### config.mk
export PLATFORM = sky130hd
export DESIGN_NAME = xcom_link_tx_ml
export DESIGN_NICKNAME = d
export VERILOG_FILES = /design/src/rtl/xcom_link_tx_ml.sv
export SDC_FILE = /design/constraint.sdc
export NUM_CORES = 1
export LEC_CHECK = 0
export ABC_AREA = 0
export BUFFER_PORTS_ARGS = -buffer_cell sky130_fd_sc_hd__buf_2
export CAP_MARGIN = 0
export CORE_ASPECT_RATIO = 0.9
export CORE_UTILIZATION = 45
export CTS_CLUSTER_SIZE = 8
export DETAILED_ROUTE_END_ITERATION = 16
export HOLD_SLACK_MARGIN = 0.1
export PLACE_DENSITY = 0.64
export REMOVE_ABC_BUFFERS = 1
export SETUP_SLACK_MARGIN = 0.2
export SLEW_MARGIN = 20
export SYNTH_ARGS = -nofsm -noshare
export SYNTH_HDL_FRONTEND = slang
export SYNTH_SLANG_ARGS = --single-unit
### constraint.sdc
create_clock -name x_clk_i -period 4.6 [get_ports x_clk_i]
set_input_delay 0.69 -clock x_clk_i [delete_from_list [all_inputs] [get_ports x_clk_i]]
set_output_delay 0.69 -clock x_clk_i [all_outputs]
set_load 0.02 [all_outputs]
### src/rtl/xcom_link_tx_ml.sv
// rtl/xcom_link_tx_ml.sv - multi-lane source-synchronous frame serializer
//
// Purpose: accepts one frame (8-bit header + 0/8/16/32-bit payload + optional
// even parity) per valid/ready handshake and shifts it out MSB first over
// NLANE data lanes, one symbol per 2H clock cycles. A strobe toggles in the
// middle of every symbol. Each frame is followed by a 2H-cycle idle gap.
//
// Ports:
//   x_clk_i      block clock, rising edge
//   x_rst_i      synchronous active-high reset
//   tick_cfg_i   half-symbol period H in clocks (0 behaves as 1)
//   tx_vld_i     frame request valid
//   tx_rdy_o     block idle and able to accept a frame
//   tx_header_i  frame header; [6:5] selects payload length
//   tx_data_i    payload, low L bits sent
//   tx_dt_o      serial data lanes, earliest bit on the top lane
//   tx_ck_o      strobe, one toggle per symbol
//   tx_done_o    one-cycle pulse per completed frame
//   tx_cnt_o     completed frame counter, wraps

module xcom_link_tx_ml #(
  parameter int NLANE     = 1,
  parameter int TICK_W    = 4,
  parameter int PARITY_EN = 1
) (
  input  logic              x_clk_i,
  input  logic              x_rst_i,
  input  logic [TICK_W-1:0] tick_cfg_i,
  input  logic              tx_vld_i,
  output logic              tx_rdy_o,
  input  logic [7:0]        tx_header_i,
  input  logic [31:0]       tx_data_i,
  output logic [NLANE-1:0]  tx_dt_o,
  output logic              tx_ck_o,
  output logic              tx_done_o,
  output logic [15:0]       tx_cnt_o
);

  // Longest frame is 41 bits; 48 leaves room for tail padding at any lane count.
  localparam int SR_W  = 48;
  localparam int PH_W  = TICK_W + 1;
  localparam int CNT_W = 7;
  localparam int LG_NL = $clog2(NLANE);

  typedef enum logic [1:0] {
    ST_IDLE,
    ST_SEND,
    ST_GAP
  } state_t;

  state_t            state_q;
  logic [SR_W-1:0]   sr_q;
  logic [PH_W-1:0]   ph_q;
  logic [TICK_W-1:0] h_q;
  logic [CNT_W-1:0]  sym_left_q;
  logic              rdy_q;
  logic              ck_q;
  logic              done_q;
  logic [NLANE-1:0]  dt_q;
  logic [15:0]       cnt_q;

  logic [31:0]       pay_al_d;
  logic              par_d;
  logic [SR_W-1:0]   stream_d;
  logic [CNT_W-1:0]  n_bits_d;
  logic [CNT_W-1:0]  sym_cnt_d;
  logic [TICK_W-1:0] h_d;
  logic [PH_W-1:0]   h_ext;
  logic [PH_W-1:0]   two_h;

  // Build the whole frame left-aligned so the shift register just pops
  // NLANE bits off the top for each symbol; zeros shifted in form the pad.
  always_comb begin
    pay_al_d = '0;
    n_bits_d = 7'd8;
    case (tx_header_i[6:5])
      2'b01: begin
        pay_al_d = {tx_data_i[7:0], 24'h0};
        n_bits_d = 7'd16;
      end
      2'b10: begin
        pay_al_d = {tx_data_i[15:0], 16'h0};
        n_bits_d = 7'd24;
      end
      2'b11: begin
        pay_al_d = tx_data_i;
        n_bits_d = 7'd40;
      end
      default: begin
        pay_al_d = '0;
        n_bits_d = 7'd8;
      end
    endcase
    par_d    = (^tx_header_i) ^ (^pay_al_d);
    stream_d = {tx_header_i, pay_al_d, 8'h00};
    if (PARITY_EN != 0) begin
      // Parity lands right after the last payload bit.
      case (tx_header_i[6:5])
        2'b01:   stream_d[31] = par_d;
        2'b10:   stream_d[23] = par_d;
        2'b11:   stream_d[7]  = par_d;
        default: stream_d[39] = par_d;
      endcase
      n_bits_d = n_bits_d + 7'd1;
    end
    sym_cnt_d = (n_bits_d + CNT_W'(NLANE - 1)) >> LG_NL;
    h_d       = (tick_cfg_i == '0) ? TICK_W'(1) : tick_cfg_i;
  end

  assign h_ext = {1'b0, h_q};
  assign two_h = {h_q, 1'b0};

  always_ff @(posedge x_clk_i) begin
    if (x_rst_i) begin
      state_q    <= ST_IDLE;
      sr_q       <= '0;
      ph_q       <= '0;
      h_q        <= TICK_W'(1);
      sym_left_q <= '0;
      rdy_q      <= 1'b0;
      ck_q       <= 1'b0;
      done_q     <= 1'b0;
      dt_q       <= '0;
      cnt_q      <= '0;
    end else begin
      done_q <= 1'b0;
      case (state_q)
        ST_IDLE: begin
          rdy_q <= 1'b1;
          if (tx_vld_i && rdy_q) begin
            state_q    <= ST_SEND;
            rdy_q      <= 1'b0;
            dt_q       <= stream_d[SR_W-1 -: NLANE];
            sr_q       <= stream_d << NLANE;
            h_q        <= h_d;
            ph_q       <= '0;
            sym_left_q <= sym_cnt_d - 7'd1;
          end
        end
        ST_SEND: begin
          ph_q <= ph_q + PH_W'(1);
          // Strobe edge falls in the middle of the symbol.
          if (ph_q == h_ext - PH_W'(1)) begin
            ck_q <= ~ck_q;
          end
          if (ph_q == two_h - PH_W'(1)) begin
            ph_q <= '0;
            if (sym_left_q == '0) begin
              state_q <= ST_GAP;
              dt_q    <= '0;
              done_q  <= 1'b1;
              cnt_q   <= cnt_q + 16'd1;
            end else begin
              dt_q       <= sr_q[SR_W-1 -: NLANE];
              sr_q       <= sr_q << NLANE;
              sym_left_q <= sym_left_q - 7'd1;
            end
          end
        end
        ST_GAP: begin
          ph_q <= ph_q + PH_W'(1);
          if (ph_q == two_h - PH_W'(1)) begin
            ph_q    <= '0;
            state_q <= ST_IDLE;
            rdy_q   <= 1'b1;
          end
        end
        default: begin
          state_q <= ST_IDLE;
        end
      endcase
    end
  end

  assign tx_rdy_o  = rdy_q;
  assign tx_dt_o   = dt_q;
  assign tx_ck_o   = ck_q;
  assign tx_done_o = done_q;
  assign tx_cnt_o  = cnt_q;

endmodule

# Yosys cells after proc, flatten, opt, wreduce, memory -nomap -nowiden

Index checks and enable logic that the tools add are counted.
W data, S select, Z words.

Bits in registers: 86
Logic and storage cells: 84
Bits of input ports: 47
Output and inout bits: 20

Bitwise logic cells: 4
Eq/ne operators: 12
Multiplexer cells: 31
Reduce and logical (&&, ||, !) cells: 20
Add/sub/neg operators: 7

Operators with widths:

| kind                    | count |
|---|---|
| $mux W48                | 3 |
| $pmux W32 S3            | 1 |
| $pmux W48 S2            | 1 |
| $reduce_xor A32 Y1      | 1 |
| $mux W7                 | 3 |
| $pmux W6 S3             | 1 |
| $add A16 B1 Y16 const B | 1 |
| $pmux W7 S2             | 1 |
| $sub A7 B1 Y7 const B   | 2 |
| $eq A5 B5 Y1            | 2 |
| $mux W1                 | 10 |
| $mux W5                 | 2 |
| $ne A2 B2 Y1 const B    | 5 |
| $pmux W5 S2             | 1 |
| $mux W2                 | 4 |
| $reduce_and A2 Y1       | 4 |
| $reduce_and A4 Y1       | 2 |
| $reduce_xor A8 Y1       | 1 |
| $add A7 B1 Y7 const B   | 1 |
| $logic_not A7 Y1        | 1 |
| $eq A2 B2 Y1 const B    | 3 |
| $pmux W2 S3             | 1 |
| $reduce_and A3 Y1       | 2 |
| $reduce_bool A2 Y1      | 3 |
| other kinds (13)        | 18 |

# Longest topological paths before layout

Depth in word-level cells: 7
Depth in mapped cells: 13
Mapped depth without buffers: 10

# Least setup slack after synthesis

No wires, ideal clock.

Path kind: in2reg
Start point: in tx_header_i[6]
End point: reg sr_q[8]
Stages: 11
Arrival time: 2.970 ns
Buffers on the path: 1
Slack: 1.504 ns
Setup time: 0.126 ns
Data required time: 4.474 ns
Cell sequence: inv_1 -> ha_1 -> buf_6 -> a222oi_1 -> xor2_1 -> xnor3_1 -> xnor2_1 -> xnor3_1 -> nor2_1 -> xor2_1 -> o32ai_1

Cells in the longest elaborated chain, start to end: 7
Elaborated cells between the ends (all ways): 10
Classes of those cells: 3 x eq/ne; 4 x mux; 1 x bitwise; 2 x reduce/logical

Ends and longest elaborated chain:

| what                                       | RTL line | source |
|---|---|---|
| from (decl)                                | 31       | `input logic [7:0] tx_header_i,` |
| $eq A2 B2 Y1, or another cell as far along | 76, 98   |  |
| $pmux W32 S3                               | 76       | `case (tx_header_i[6:5])` |
| $reduce_xor A32 Y1                         | 94       | `par_d = (^tx_header_i) ^ (^pay_al_d);` |
| $xor A1 B1 Y1                              | 94       |  |
| $mux W1 *                                  | 98       | `case (tx_header_i[6:5])` |
| $mux W48 *                                 | 130      | `if (tx_vld_i && rdy_q) begin` |
| $pmux W48 S2 *                             | 127      | `case (state_q)` |
| to (signal assigned)                       | 134      | `sr_q <= stream_d << NLANE;` |
| to (signal assigned)                       | 155      | `sr_q <= sr_q << NLANE;` |
| to (decl)                                  | 52       | `logic [SR_W-1:0] sr_q;` |

Mark *: on every way between the ends. The rest lies on a longest branch, timed or not. The select of a mux whose other input is x is not followed.
A chain may end at the register's enable or synchronous reset.

# Worst setup path in the final report

Start point: in tx_header_i[5]
End point: reg sr_q[8]

Same word-level chain as after synthesis.

==> out/results.tsv <==
metric	value	unit
outcome	complete, no violations	
fmax	0.284	GHz
vias in the first global route	3666	
area fraction of the dominant cell type after synthesis	34.6	%
Most used DFF post-synth	dfxtp_1	
chip height	97.0	um
cells on worst reg2reg path	10	
YS warnings	0	
R2R setup slack	1.53	ns
syn avg cell area	8.31	sq um
Post-CTS Hold Buffers	0	
Worst R2R End	sr_q[33]	
Vias per Instance	5.58	
post-synthesis cell area	0.00451	sq mm
Ant. Diodes	0	
WHS Path Cells	2	
max cap viols	0	
PostCTS Resize Cnt	0	
Fill cells	967	
WHS	0.479	ns
Final Critical Period	3.52	ns
final antenna-violating net count	0	
total die area	0.0104	sq mm
share of cells above drive strength 1	15.4	%
most common library cell in the layout ignoring fill and taps	nor2_1	
worst clock skew	0.0176	ns
Hold Crit Class	reg2reg	
#FFs+latches synth	78	
RSZ-0062 raised after global routing	false	
Core Box Area	0.00970	sq mm
asr flop ratio synth	0	%
CTS sink cnt	78	
Final setup viols	0	
post-synthesis sequential area ratio	34.6	%
CTS buffer count	9	
Pre-antenna DRT Iters	6	
synth unique cells	48	
Crit. End Element	flip-flop	
Max FO, Critical Path	25	
clock root buffer	clkbuf_8	
crit path DAT	3.70	ns
# Post-CTS Setup Buffers	0	
IO Port Bufs	66	
worst hold endpoint	tx_dt_o	
FF+latch area	0.00156	sq mm
GR Overflow Total	0	
detailed-route DRC error count	0	
power per cell area	541	mW/mm^2
clk_lat worst skew	0.35	ns
Critical R2R Launch	h_q[0]	
Slew Viols, Final	0	
Tcrit/Tclk final	76.6	%
peak supply drop	0.000328	V
H-tree levels	3	
most frequent cells in the layout	nor2_1 (96), dfxtp_1 (78), buf_2 (66)	
Yosys top cell by area	dfxtp_1	
Final #Nets	646	
synth top area cells	dfxtp_1 (35%), nor2_1 (8.0%), xnor2_1 (6.6%), a211oi_1 (6.2%), a22oi_1 (4.7%)	
CTS tree	done	
TNS Setup	0	ns
critical path required time	4.78	ns
cells after synthesis	543	
maximum clock insertion buffer count	2	
Die Span X	108	um
Worst-path clk slew	0.08	ns
largest net degree at the start of global routing	54	
initial core utilization	46.5	%
initial antenna violation count	0	
worst setup path class	in2reg	
Slew HR	31.7	%
count of standard-cell rows	34	
worst slew pin tran	1.02	ns
area of the multi-input gates	0.00268	sq mm
Hold Path Origin	tx_dt_o	
leakage power	0.00193	uW
DRT Wirelength	10500	um
final hold violations	0	
drt initial violations	319	
Tot GR Track Use	20.8	%
post-DR wirelength/cell	14.6	um
DP Wirelength	7540	um
first-pass GRT wire length	17600	um
vias	3996	
Setup crit start kind	input pin	
number of synthesized flops with an enable pin	0	
routability cong.	0.909	
I/O pins	67	
area grow syn2layout	11.6	%
==> per-layer routing <==
metal  global-route usage (%)  up-vias  share of wire [%]
met3                     3.64       14                3.9
met5                        0        -                  0
met1                     29.0     1876                 49
li1                         -     2019                  -
met2                     33.0       87                 46
met4                     5.58        0                1.1
==> stage by stage <==
stage          utilization, %  power [uW]  worst slack, ns  std cells  area, sq um
2_1_floorplan               -        1890            0.842        504         4290
3_3_place_gp             49.8        2180            0.851        700         4830
3_5_place_dp             49.8        2200            0.765        700         4830
4_1_cts                  51.9        2740             1.13        716         5030
5_1_grt                  51.9        2960            0.845        716         5030
6_report                 51.9        2720             1.08        716         5030
==> worst max path at each step <==
stage,from,slack (ns),cells after the start,end
after floorplan,state_q[1],0.84,8,sym_left_q[6]
after global placement,tx_header_i[5],0.85,11,sr_q[8]
after detailed placement,tx_header_i[5],0.77,11,sr_q[8]
after CTS,tx_header_i[5],1.13,11,sr_q[8]
after global routing,tx_header_i[5],0.84,11,sr_q[8]
final,tx_header_i[5],1.08,11,sr_q[8]
==> worst max-delay path, stage by stage <==
cell and delay, ns:
buf_2 0.16, inv_1 0.09, ha_1 0.48, a222oi_1 0.56
xor2_1 0.19, xnor3_1 0.42, xnor2_1 0.16, xnor3_1 0.44
nor2_1 0.13, xor2_1 0.25, o32ai_1 0.13
==> layout make-up <==
class	count	area share, %
Sequential cell	78	31.0
Tap cell	126	3.13
Inverter	14	1.04
Clock buffer	10	2.73
Clock inverter	6	1.34
Timing Repair Buffer	70	7.41
Multi-Input combinational cell	412	53.3
==> kinds of logic (layout without fill, tap and decap cells) <==
| kind of cell | after synthesis | after routing | share of synthesized area [%] |
|---|---|---|---|
| adder cells (fa/ha/maj) | 14 | 14 | 3.88 |
| multiplexers | 11 | 11 | 2.47 |
| AND/OR/NAND/NOR | 184 | 184 | 17.9 |
| XOR/XNOR | 62 | 62 | 13.7 |
| AO/OA/AOI/OAI | 141 | 141 | 21.5 |
| buffers and inverters | 53 | 100 | 5.96 |
| flip-flops | 78 | 78 | 34.6 |
==> sequential cells by signal, indices dropped and copies added (netlist names) <==
signal	flops
tx_done_o	1
tx_rdy_o	1
tx_dt_o	1
state_q	2
tx_ck_o	1
sr_q	40
tx_cnt_o	16
h_q	4
sym_left_q	7
ph_q	5
==> cells in the mapped netlist, types with 2 or more instances <==
cell	instances
a211oi_1	37
a21oi_1	30
a222oi_1	8
a22oi_1	28
a31oi_1	4
and3_1	4
buf_12	2
buf_4	2
buf_6	4
clkbuf_1	30
dfxtp_1	78
ha_1	14
inv_1	13
mux2i_1	10
nand2_1	33
nand3_1	16
nand3b_1	2
nand4_1	10
nor2_1	96
nor3_1	10
o211ai_1	4
o21ai_0	13
o21ai_1	5
o221ai_1	2
o31ai_1	3
or3_1	5
xnor2_1	34
xnor3_1	4
xor2_1	23
==> where the power goes <==
| group | switching (uW) | leakage [uW] | total, uW | internal [uW] |
|---|---|---|---|---|
| sequential | 86.0 | 0.000637 | 898 | 812 |
| clock | 263 | 0.0000993 | 531 | 268 |
| combinational | 792 | 0.00119 | 1290 | 500 |
| total | 1140 | 0.00193 | 2720 | 1580 |
No activity file was read; power rests on OpenSTA's default activity.
